[config.mk]
export PLATFORM = sky130hd
export DESIGN_NAME = serial_frame_receiver
export DESIGN_NICKNAME = d
export VERILOG_FILES = /design/src/rtl/serial_frame_receiver.sv
export SDC_FILE = /design/constraint.sdc
export NUM_CORES = 1
export LEC_CHECK = 0
export ABC_AREA = 1
export BUFFER_PORTS_ARGS = -buffer_cell sky130_fd_sc_hd__buf_2
export CAP_MARGIN = 20
export CORE_ASPECT_RATIO = 1.75
export CORE_MARGIN = 8
export CORE_UTILIZATION = 50
export DETAILED_ROUTE_END_ITERATION = 10
export HOLD_SLACK_MARGIN = 0.05
export PLACE_DENSITY = 0.69
export SLEW_MARGIN = 30
export SYNTH_ARGS = -nofsm -noshare
export SYNTH_HDL_FRONTEND = slang
export SYNTH_SLANG_ARGS = --single-unit
[constraint.sdc]
create_clock -name clk -period 2.8 [get_ports clk]
set_input_delay 0.28 -clock clk [delete_from_list [all_inputs] [get_ports clk]]
set_output_delay 0.28 -clock clk [all_outputs]
set_load 0.05 [all_outputs]
[src/rtl/serial_frame_receiver.sv]
// Framed byte receiver: assembles FRAME_BYTES strobed bytes into a frame and
// publishes it atomically with a valid/ack handshake, inter-byte timeout and overrun flag.
module serial_frame_receiver #(
    parameter int FRAME_BYTES    = 64,
    parameter int TIMEOUT_CYCLES = 1000000,
    parameter int CNT_W          = 7,
    parameter int TMO_W          = 20
) (
    input  logic                     clk,
    input  logic                     reset_n,
    input  logic [7:0]               rx_data,
    input  logic                     rx_ready,
    output logic [FRAME_BYTES*8-1:0] frame_data,
    output logic                     frame_valid,
    input  logic                     frame_ack,
    output logic                     frame_abort,
    output logic                     overrun,
    input  logic                     overrun_clr,
    output logic [CNT_W-1:0]         byte_count
);

    localparam int W = FRAME_BYTES * 8;
    localparam logic [CNT_W-1:0] LAST_BYTE = CNT_W'(FRAME_BYTES - 1);
    // Abort fires on the edge where the idle count would reach the limit.
    localparam logic [TMO_W-1:0] TMO_LAST =
        TMO_W'(TIMEOUT_CYCLES > 0 ? TIMEOUT_CYCLES - 1 : 0);

    typedef enum logic {
        IDLE,
        RECV
    } state_t;

    state_t           state;
    state_t           state_nx;
    logic [W-1:0]     staging;
    logic [W-1:0]     staging_nx;
    logic [W-1:0]     shifted;
    logic [W-1:0]     frame_data_nx;
    logic             frame_valid_nx;
    logic             frame_abort_nx;
    logic             overrun_nx;
    logic [CNT_W-1:0] byte_count_nx;
    logic [TMO_W-1:0] tmo_cnt;
    logic [TMO_W-1:0] tmo_cnt_nx;
    logic             complete;

    always_ff @(posedge clk or negedge reset_n) begin
        if (!reset_n) begin
            state       <= IDLE;
            staging     <= '0;
            frame_data  <= '0;
            frame_valid <= 1'b0;
            frame_abort <= 1'b0;
            overrun     <= 1'b0;
            byte_count  <= '0;
            tmo_cnt     <= '0;
        end else begin
            state       <= state_nx;
            staging     <= staging_nx;
            frame_data  <= frame_data_nx;
            frame_valid <= frame_valid_nx;
            frame_abort <= frame_abort_nx;
            overrun     <= overrun_nx;
            byte_count  <= byte_count_nx;
            tmo_cnt     <= tmo_cnt_nx;
        end
    end

    always_comb begin
        state_nx       = state;
        staging_nx     = staging;
        frame_data_nx  = frame_data;
        byte_count_nx  = byte_count;
        tmo_cnt_nx     = tmo_cnt;
        frame_abort_nx = 1'b0;
        shifted        = {staging[W-9:0], rx_data};
        complete       = rx_ready && (byte_count == LAST_BYTE);

        if (rx_ready) begin
            staging_nx = shifted;
            tmo_cnt_nx = '0;
            if (complete) begin
                frame_data_nx = shifted;
                byte_count_nx = '0;
                state_nx      = IDLE;
            end else begin
                byte_count_nx = byte_count + CNT_W'(1);
                state_nx      = RECV;
            end
        end else if (state == RECV && TIMEOUT_CYCLES != 0) begin
            if (tmo_cnt == TMO_LAST) begin
                byte_count_nx  = '0;
                tmo_cnt_nx     = '0;
                state_nx       = IDLE;
                frame_abort_nx = 1'b1;
            end else begin
                tmo_cnt_nx = tmo_cnt + TMO_W'(1);
            end
        end

        // A new frame always wins over ack; ack on the same edge just
        // means the previous frame was consumed, so no overrun.
        if (complete) begin
            frame_valid_nx = 1'b1;
        end else if (frame_ack) begin
            frame_valid_nx = 1'b0;
        end else begin
            frame_valid_nx = frame_valid;
        end

        if (complete && frame_valid && !frame_ack) begin
            overrun_nx = 1'b1;
        end else if (overrun_clr) begin
            overrun_nx = 1'b0;
        end else begin
            overrun_nx = overrun;
        end
    end

endmodule

==> metrics, run 1 <==
critical path cell sequence ha_1, nand2_1, inv_1, nand4_1, nor3_4, inv_8, buf_12, o22ai_1, dlygate4sd3_1; WS Path Type reg2reg; largest family of logic cells by synthesized area compound AO/OA/AOI/OAI gates; Multi-input gate area between 0.009 and 0.01 mm2; combinational cell fraction of total power 0.128; Clock power frac 0.380; max_cap viols 0; Max Buffers Root-to-Sink 3; Final Max Slew Viols 0; Post-Route WL between 100,000 and 150,000 um; unrepaired setup endpoints after global routing no; synth top area cells dfrtp_1 (67%), nand2_1 (11%), o21ai_0 (8.2%); Die Wd roughly 230 um; sw frac 0.284; Hold Crit Class in2async; final setup vio count 0; first-pass GRT wire length between 150,000 and 200,000 um; wire per inst between 15 and 20 um; Synth-to-Final Area Change 18.3%; Post-Syn Area approximately 0.04 mm2; highest net fanout along the worst path 92; NetSw 10,200 uW; CP Capture Type register; commonest non-fill, non-tap cell in the layout nand2_1; Layout fillers ~6,500; fin crit share 0.923; Yosys reg bits around 1,000; WP data arrival approximately 3100 ps; Detail Placement HPWL just over 70,000 um; CTS Root Cell clkbuf_16; Setup Fix Bufs, Post-CTS 0; Synth Area in Compound Gates 0.132; ys async rst share 1.00; largest stage delay on the critical path slightly below 600 ps; Post-Synth Adder-Cell Area 0.000640; # diodes 0; I/O pin count between 500 and 600; slew margin rel. 0.419; Pleak around 0.023 uW; number of flops mapped to enable cells by yosys 0; GRT Util Overall 0.231; CTS clk-pin slew, worst paths 70 ps; most frequent cells in the layout nand2_1 (1,117), dfrtp_1 (1,047), o21ai_0 (640); TritonCTS Sinks ~1,000; Hold Violations, Final 0; GR Overflow Total 0; synthesized instance count a little over 4,000; # port buffers between 500 and 600; CTS tree built; met1 Use GR 0.307; Synth area leader dfrtp_1; vias in the first global route 28,300; syn avg cell area approximately 9.7 um2; outcome complete, no violations; share of layout cells above drive strength 1 0.166; initial antenna violation count 0; Worst Path Buf+Inv 4; Post-Route Setup TNS 0 ps; Slowest-stage cell, CP dlygate4sd3_1; PwrDens slightly below 800 mW/mm2; H-Tree Depth 3; Main synth FF type dfrtp_1; post-synth top area share 0.670; Crit path max-delay family buffers and inverters; gp weighted congestion 0.844; initial drt markers about 2,400; crit path launch type register; Max Clk Rate between 300 and 400 MHz; crit path time final around 2600 ps; Simple-Gate Fraction of Synth Area 0.116; Sequential Power Share 0.493; Fin Clk Skew around 24 ps; area of the core approximately 0.078 mm2; Skew-Pair Late Insertion Delay roughly 680 ps; WP data required between 3000 and 4000 ps; worst vdd rail ir drop between 0.0006 and 0.0007 V; drt drc 0; P_int 25,700 uW; Synthesized Nets 4,054; Least-Margin Pin Slew ~870 ps; Ys Warns 0; std cell rows 135; mux contribution to synthesized area 0; xor/xnor share of the synthesized area 0.00224; Initial Utilization 0.505; Final ANT Viol Nets 0; grt met2 use 0.376; nets@finish ~4,500; Total Die Area about 0.09 mm2; FF/Latch Area 0.0262 mm2; grt met3 use 0.0473; DR vias ~28,000; Die Height about 390 um; largest net degree at the start of global routing ~230; TritonCTS Buffers 93; DR pass1 iterations 8; sequential fraction of the synthesis area 0.670; synth unique cells 25; Vias/cell slightly above 5; Fin Hold WS ~230 ps; grt peak-use layer met2
-- sequential cells by signal (all words and copies together), names as in the netlist --
| register | cells |
|---|---|
| frame_data | 512 |
| staging | 504 |
| tmo_cnt | 20 |
| byte_count | 7 |
| frame_abort | 1 |
| frame_valid | 1 |
| overrun | 1 |
| state | 1 |
-- final timing paths --
path / startpoint / end / slack [ps] / depth (start not counted)
worst max register to register: byte_count[0]$_DFFE_PN0P_ / overrun$_DFFE_PN0P_ / 210 / 9
min in group clk: rx_data[3] / frame_data[3]$_DFFE_PN0P_ / 390 / 4
max in group asynchronous: reset_n / staging[0]$_DFFE_PN0P_ / 1570 / 3
worst min register to register: staging[317]$_DFFE_PN0P_ / staging[325]$_DFFE_PN0P_ / 470 / 2
worst min-delay path: reset_n / frame_data[434]$_DFFE_PN0P_ / 230 / 2
worst max-delay path: byte_count[0]$_DFFE_PN0P_ / overrun$_DFFE_PN0P_ / 210 / 9
-- area by class of cell --
type                       count  share of cell area
inverter                     536              0.0436
timing repair buffer         616              0.0795
sequential                  1047               0.566
tap                         1027              0.0278
clock inverter                35              0.0115
multi-input combinational   2228               0.212
clock buffer                 135              0.0596
-- power by group through the flow --
stage	Clock (uW)	Combinational (uW)	Sequential, uW
final	13700	4600	17700
after global routing	14500	5140	17900
after CTS	14000	4690	17700
after detailed placement	0	4650	18000
after global placement	0	4540	17900
after floorplan	0	1690	19100
-- cells in the mapped netlist (2+ instances only) --
cell type and n:
buf_1 2, buf_2 112, buf_6 15, clkbuf_1 99
dfrtp_1 1047, ha_1 2, inv_1 535, nand2_1 1117
nand3_1 28, nand3b_1 2, nand4_1 4, nor2_1 35
o21ai_0 640, o21ai_1 375, o21bai_1 2, o22ai_1 7
xor2_1 9
-- per-stage QoR --
stage	worst slack (ps)	total power [uW]	instance area, um2	instances	util
floorplan	695	20800	39100	4039	-
global placement	707	22500	42900	5441	0.553
detailed placement	632	22600	42900	5441	0.553
CTS	226	36400	46300	5624	0.597
global route	83.2	37600	46300	5624	0.597
finish	215	36000	46300	5624	0.597
-- cell families after synthesis --
family,count (synthesis)
XOR/XNOR,10
AND/OR/NAND/NOR,1190
buffers and inverters,764
AO/OA/AOI/OAI,1026
flip-flops,1047
adder cells (fa/ha/maj),2
-- layer usage --
metal / share of wire / wire (um)
met4: 0.028 / 2780
met5: 0 / 0
met3: 0.073 / 7320
met1: 0.43 / 43000
met2: 0.47 / 47900
-- worst register-to-register path: stages, from the launching register on --
cell	delay, ps
dfrtp_1	430
ha_1	240
nand2_1	90
inv_1	60
nand4_1	140
nor3_4	80
inv_8	300
buf_12	390
o22ai_1	150
dlygate4sd3_1	580
-- repair_timing --
item / CTS / global route
setup endpoints to repair: 0 / 0
gates resized for setup: 0 / 0
hold endpoints to repair: 71 / 0
hold buffers: 13 / 0
Power figures use the tool's default switching activity.
==> run 2, diff against run 1 <==
- CORE_UTILIZATION: 50 -> 62
- PLACE_DENSITY: 0.69 -> 0.83
==> run 2 against run 1 <==
Net effect: utilization up 13 points; cell count down 4.1%; critical path depth up 1; critical path type unchanged; largest cell class unchanged.
==> metrics, run 2 (synthesis gave the netlist of run 1 again) <==
CTS clk-pin slew, worst paths 70 ps (about the same); Max Buffers Root-to-Sink 3 (unchanged); crit path setup slack, layout 251 ps (was 215 ps); Detail Placement HPWL 70,200 um (was 70,800 um); WP data arrival 3130 ps (was 3120 ps); NetSw 10,200 uW (about the same); CTS Root Cell clkbuf_16 (unchanged); gp weighted congestion 0.847 (was 0.844); CTS-repair resized insts 0 (unchanged); Sequential Power Share 0.503 (was 0.493); Multi-input gate area 0.00980 mm2 (unchanged); DR pass1 iterations 7 (was 8); Vias/cell 5.47 (was 5.07); fin crit share 0.910 (was 0.923); Largest regs frame_data (512), staging (504), tmo_cnt (20) (unchanged); Total Die Area 0.0717 mm2 (was 0.0878 mm2); Least-Margin Pin Slew 967 ps (was 872 ps); Layout fillers 4,195 (was 6,545); worst vdd rail ir drop 0.000757 V (was 0.000629 V); cts hold-fix bufs 13 (unchanged); Synth-to-Final Area Change 17.1% (was 18.3%); max reg flops 512 (unchanged); share of layout cells above drive strength 1 0.164 (was 0.166); Initial Utilization 0.622 (was 0.505); CTS tree built (unchanged); Max Clk Rate 392 MHz (was 387 MHz); pre-CTS WS 662 ps (was 632 ps); I/O pin count 535 (unchanged); met3 WL 9390 um (was 7320 um); Die Wd 206 um (was 227 um); # port buffers 534 (unchanged); top sig layer met4 (unchanged); outcome complete, no violations (unchanged); WP data required 3380 ps (was 3330 ps); final setup vio count 0 (unchanged); Pleak 0.0226 uW (was 0.0227 uW); # diodes 0 (unchanged); vias in the first global route 29,700 (was 28,300); WS Path Type reg2reg (unchanged); DR vias 29,500 (was 28,500); largest net degree at the start of global routing 244 (was 233); TritonCTS Sinks 1,047 (unchanged); Die Height 348 um (was 386 um); combinational cell fraction of total power 0.133 (was 0.128); sw frac 0.289 (was 0.284); area of the core 0.0629 mm2 (was 0.0775 mm2); Largest Register frame_data (unchanged); Clock power frac 0.364 (was 0.380); nets@finish 4,536 (was 4,537); first-pass GRT wire length 163,000 um (was 158,000 um); CP Capture Type register (unchanged); Fin Clk Skew 19.4 ps (was 24.3 ps); unrepaired setup endpoints after global routing no (unchanged); PwrDens 771 mW/mm2 (was 777 mW/mm2); commonest non-fill, non-tap cell in the layout nand2_1 (unchanged); TritonCTS Buffers 87 (was 93); wl on met1 39,100 um (was 43,000 um); max_cap viols 0 (unchanged); crit path time final 2550 ps (was 2590 ps); most frequent cells in the layout nand2_1 (1,117), dfrtp_1 (1,047), o21ai_0 (640) (unchanged); GR Overflow Total 0 (unchanged); Post-Route Setup TNS 0 ps (unchanged); FF/Latch Area 0.0262 mm2 (unchanged); H-Tree Depth 3 (unchanged); slew margin rel. 0.355 (was 0.419); Hold Crit Class in2async (unchanged); GRT Util Overall 0.289 (was 0.231); P_int 25,100 uW (was 25,700 uW); Skew-Pair Late Insertion Delay 640 ps (was 680 ps); Final ANT Viol Nets 0 (unchanged); std cell rows 122 (was 135); initial drt markers 2,549 (was 2,433); Post-Route WL 104,000 um (was 101,000 um); drt drc 0 (unchanged); Setup Fix Bufs, Post-CTS 0 (unchanged); Final Max Slew Viols 0 (unchanged); wire per inst 19.3 um (was 18.0 um); highest net fanout along the worst path 57 (was 92); Hold Violations, Final 0 (unchanged); initial antenna violation count 0 (unchanged); metal2 WL 50,700 um (was 47,900 um); crit path launch type register (unchanged)
==> run 2: changes by cell type in the layout (fill, tap and decap cells not counted) <==
cell,delta
clkbuf_16,-6
bufinv_16,-2
inv_16,-1
clkinvlp_4,+2
clkinv_4,-2
buf_4,+2
clkbuf_8,-3
buf_12,+3
inv_6,+1
clkinv_2,-1
==> run 2: path summary, 6_finish.rpt <==
kind	start	to	slack, ps	cells after the start
hold / removal	reset_n	tmo_cnt[2]$_DFFE_PN0P_	270	2
hold reg to reg	frame_data[32]$_DFFE_PN0P_	frame_data[32]$_DFFE_PN0P_	480	2
max in group asynchronous	reset_n	frame_data[153]$_DFFE_PN0P_	1480	3
setup reg to reg	byte_count[0]$_DFFE_PN0P_	overrun$_DFFE_PN0P_	250	10
setup / recovery	byte_count[0]$_DFFE_PN0P_	overrun$_DFFE_PN0P_	250	10
min in group clk	rx_data[5]	frame_data[5]$_DFFE_PN0P_	440	4
==> run 2: critical path, stage by stage, from the launching register on <==
cell and delay (ps):
dfrtp_1 410, ha_1 200, nand2_1 90, inv_1 80, nand4_1 160, nor3_4 270
inv_8 210, buf_12 230, buf_12 160, o22ai_1 100, dlygate4sd3_1 560
==> run 2: power by group through the flow <==
stage          clock, uW  combinational (uW)  sequential, uW
2_1_floorplan          0                1690           19100
3_3_place_gp           0                4490           17900
3_5_place_dp           0                4650           18000
4_1_cts            13000                4760           17700
5_1_grt            13600                5200           17900
6_report           12800                4710           17800
==> run 2: final cells by class <==
type | instances | share of cell area
clock buffer | 126 | 0.0560
multi-input combinational | 2228 | 0.214
timing repair buffer | 621 | 0.0819
tap | 806 | 0.0220
inverter | 536 | 0.0441
clock inverter | 32 | 0.00994
sequential | 1047 | 0.572
==> run 2: per-stage QoR <==
stage          hold WS [ps]  instances  cell area, um2  power, uW   util
4_1_cts                 241       5396           45800      35500  0.728
3_3_place_gp            338       5225           42700      22400  0.678
3_5_place_dp            340       5225           42700      22600  0.678
6_report                272       5396           45800      35300  0.728
2_1_floorplan         -15.6       4039           39100      20800      -
5_1_grt                 278       5396           45800      36600  0.728
==> run 2: layer usage <==
metal | vias up | GRT usage
li1 | 13600 | -
met3 | 225 | 0.0642
met4 | 0 | 0.132
met5 | - | 0
met1 | 14500 | 0.365
met2 | 1228 | 0.475
